### src/rtl/ram_readback_checker_delay_line.sv
// ram_chk_delay_line: RD_LAT-deep {valid, addr} shift register aligning issued reads with RAM q
module ram_chk_delay_line #(
  parameter int AW     = 8,
  parameter int RD_LAT = 2
) (
  input  logic          clk,
  input  logic          rst_n,
  input  logic          flush,
  input  logic          push,
  input  logic [AW-1:0] push_addr,
  output logic          cmp_vld,
  output logic [AW-1:0] cmp_addr
);
  logic [RD_LAT-1:0] vld;
  logic [AW-1:0]     adr [RD_LAT];
  always_ff @(posedge clk or negedge rst_n) begin
    if (!rst_n) begin
      vld <= '0;
      for (int i = 0; i < RD_LAT; i++) adr[i] <= '0;
    end else begin
      vld[0] <= push && !flush;
      adr[0] <= push_addr;
      for (int i = 1; i < RD_LAT; i++) begin
        vld[i] <= vld[i-1] && !flush;
        adr[i] <= adr[i-1];
      end
    end
  end
  assign cmp_vld  = vld[RD_LAT-1];
  assign cmp_addr = adr[RD_LAT-1];
endmodule

### config.mk
export PLATFORM = sky130hd
export DESIGN_NAME = ram_chk_delay_line
export DESIGN_NICKNAME = d
export VERILOG_FILES = /design/src/rtl/ram_readback_checker_delay_line.sv
export SDC_FILE = /design/constraint.sdc
export NUM_CORES = 1
export LEC_CHECK = 0
export ABC_AREA = 1
export ABC_CLOCK_PERIOD_IN_PS = 1000
export CORE_AREA = 2 2 39 41
export CTS_BUF_LIST = sky130_fd_sc_hd__clkbuf_4 sky130_fd_sc_hd__clkbuf_8
export DETAILED_ROUTE_END_ITERATION = 10
export DIE_AREA = 0 0 41 43
export PLACE_DENSITY = 0.75
export SLEW_MARGIN = 25
export SYNTH_ARGS = -nofsm -noshare
export SYNTH_HDL_FRONTEND = slang
export SYNTH_SLANG_ARGS = --single-unit
### constraint.sdc
create_clock -name clk -period 1 [get_ports clk]
set_clock_uncertainty 0.1 [all_clocks]
set_input_delay 0.2 -clock clk [delete_from_list [all_inputs] [get_ports clk]]
set_output_delay 0.2 -clock clk [all_outputs]
set_load 0.05 [all_outputs]
==> flow_summary.json, run 1 <==
{
  "outcome": "finished with violations",
  "violations_in_the_final_reports": "negative setup slack",
  "num_vias": 240,
  "area_delta_synth_final_pct": 58.3,
  "post-synth-top-area-cell": "sky130_fd_sc_hd__dfrtp_1",
  "ys_seq_elements": 18,
  "r2r.worst_path.cells": 2,
  "crit_type": "reg -> out",
  "clock_latency_ns": 0.27,
  "max_cap_viol_count": 0,
  "drt-wirelength-per-cell_um": 9.52,
  "drv_slew": 0,
  "critical-path-slowest-cell": "sky130_fd_sc_hd__dfrtp_1",
  "number_of_global_route_vias_before_repair": 220,
  "die_height_um": 43,
  "antenna_cell_count": 0,
  "layout.cells.most_common_list": "sky130_fd_sc_hd__dfrtp_1, sky130_fd_sc_hd__clkdlybuf4s50_1, sky130_fd_sc_hd__buf_12",
  "final-setup-viol-count": 9,
  "setup_repair_after_global_routing_missed_its_margin": "true",
  "num_rows": 14,
  "design.die.area_sq_um": 1760,
  "leakage_nw": 0.382,
  "grt_pass1_wl_mm": 1.01,
  "hold_class": "in -> async",
  "grt_max_degree": 19,
  "synth_largest_type_area_fraction": 0.857,
  "timing_hold_violations_final": 0,
  "critical_path.max_fanout": 1,
  "synth_cells": 30,
  "core-area_sq_um": 1380,
  "timing.critical_path.arrival_ns": 0.84,
  "dieWidth_um": 41,
  "cts.clk_slew.worst_paths_ns": 0.09,
  "floorplan.initialDensity": 0.380,
  "netlist_top_cells_area": "sky130_fd_sc_hd__dfrtp_1, sky130_fd_sc_hd__buf_4, sky130_fd_sc_hd__inv_1, sky130_fd_sc_hd__nor2_1",
  "placement.io_buffers": 20,
  "cp_startpoint_kind": "flop",
  "avg_vias_per_cell": 3.81,
  "critPathBufInv": 1,
  "crit_path_cell_trace": "buf_12",
  "synth_warnings": 0,
  "number_of_sinks_handled_by_clock_tree_synthesis": 18,
  "final_antenna_net_count": 0,
  "syn_nets": 42,
  "synth.avg_cell_area_sq_um": 17.5,
  "final.fill_count": 95,
  "groute.usage.overall": 0.0955,
  "cts_tree": "yes",
  "layout_commonest_cell": "sky130_fd_sc_hd__dfrtp_1",
  "first_pass_iters": 4,
  "power.density_nw_per_um2": 1680,
  "timing_worst_slew_pin_value_ns": 0.114,
  "timing.final.ws_setup_ns": -0.139,
  "critPathLaunch": "vld[1]$_DFF_PN0_",
  "crit_cells": 1,
  "finalWorstPathRequiredPeriod_ns": 1.14,
  "synth_area_sq_um": 526,
  "timing.fmax_mhz": 878,
  "grt-ovfl-total": 0,
  "reg2reg_from": "vld[0]$_DFF_PN0_",
  "end_kind": "primary output",
  "slowest_delay_ns": 0.41,
  "max-slew-margin-rel": 0.924,
  "number_of_antenna_violations_at_the_first_check_in_global_routing": 0,
  "netlist-cell-type-count": 4,
  "io_pins": 21,
  "drt_first_iter_violations": 2,
  "root_buffer": "sky130_fd_sc_hd__clkbuf_4",
  "final_layout_size_suffix_gt1_frac": 0.298,
  "ir_worst_vdd_mv": 0.840,
  "htreeDepth": 1,
  "critPathCapture": "cmp_vld",
  "worst_hold_slack_ns": 0.153,
  "timing.critical_path.required_ns": 0.70,
  "globalplace.congestion": 0.538,
  "regToRegEndpoint": "vld[1]$_DFF_PN0_",
  "drc_errors": 0,
  "timing.setup.tns_ns": -1.17,
  "cts_buffer_depth": 2,
  "path_delay_family": "flip-flops",
  "cts_made_buffers": 3,
  "part_of_the_yosys_area_used_for_sequential_elements": 0.857,
  "totalWireLength_um": 600,
  "reg2reg_setup_slack_ns": 0.35,
  "final_nets": 60,
  "share_of_the_clock_period_used_by_the_worst_path": 1.14
}
==> cell usage after synthesis <==
master,count
sky130_fd_sc_hd__buf_4,8
sky130_fd_sc_hd__dfrtp_1,18
sky130_fd_sc_hd__inv_1,2
sky130_fd_sc_hd__nor2_1,2
==> metrics by stage <==
| step | instances | cell area (sq um) | total power, W | util | setup WS (ns) |
|---|---|---|---|---|---|
| 3_3_place_gp | 59 | 796 | 0.00100 | 0.575 | 0.0684 |
| 3_5_place_dp | 59 | 796 | 0.00101 | 0.575 | 0.0646 |
| 2_1_floorplan | 30 | 526 | 0.000879 | - | 0.114 |
| 5_1_grt | 63 | 832 | 0.00147 | 0.601 | -0.174 |
| 6_report | 63 | 832 | 0.00140 | 0.601 | -0.139 |
| 4_1_cts | 63 | 832 | 0.00142 | 0.601 | -0.150 |
==> report_power, final <==
| group | internal, W | switching [W] | leakage, nW | total (W) |
|---|---|---|---|---|
| clock | 0.000221 | 0.000185 | 0.0210 | 0.000406 |
| sequential | 0.000763 | 0.0000183 | 0.213 | 0.000782 |
| combinational | 0.000115 | 0.0000928 | 0.148 | 0.000208 |
==> what timing repair did <==
item	in CTS	in global routing
pin swaps	0	0
setup buffers	0	0
hold buffers	0	0
gates resized for setup	0	0
endpoints found under the setup margin	9	9
==> area by class of cell <==
cell class	count	area, sq um	area share
clock buffer	4	36.3	0.0436
timing repair buffer	21	310	0.373
multi-input combinational	2	7.51	0.00902
sequential	18	450	0.541
inverter	2	7.51	0.00902
tap	16	20.0	0.0241
==> routing by layer <==
layer | track usage | share of wire
met1 | 0.126 | 0.40
met2 | 0.106 | 0.45
met3 | 0.0419 | 0.13
met4 | 0.100 | 0.022
met5 | 0 | 0
==> flip-flops by register name (all words and copies together), names as in the netlist <==
| signal | count |
|---|---|
| adr | 8 |
| cmp_addr | 8 |
| vld | 2 |
==> kinds of logic (layout without fill, tap and decap cells) <==
group	Yosys count	after routing	synth area share
buffers and inverters	10	27	0.129
DFF	18	18	0.857
and+or+nand+nor	2	2	0.0143
==> how the worst min path moves through the flow <==
stage | endpoint | depth (start not counted) | slack [ns]
2_1_floorplan | adr[10]$_DFF_PN0_ | 0 | -0.20
3_3_place_gp | cmp_addr[0]$_DFF_PN0_ | 0 | 0.23
3_5_place_dp | cmp_addr[0]$_DFF_PN0_ | 0 | 0.23
4_1_cts | cmp_addr[1]$_DFF_PN0_ | 2 | 0.15
5_1_grt | adr[12]$_DFF_PN0_ | 2 | 0.14
6_report | vld[1]$_DFF_PN0_ | 2 | 0.15
No activity file was read; power rests on OpenSTA's default activity.
==> run 2: changes to the inputs <==
- GPL_ROUTABILITY_DRIVEN: unset -> 0
==> results of run 2 <==
The final DEF is identical to that of run 1; final timing and power are the same.
==> run 3: changes to the inputs <==
- SETUP_SLACK_MARGIN: unset -> 0.05
==> results of run 3 <==
The final DEF is identical to that of run 1; final timing and power are the same.
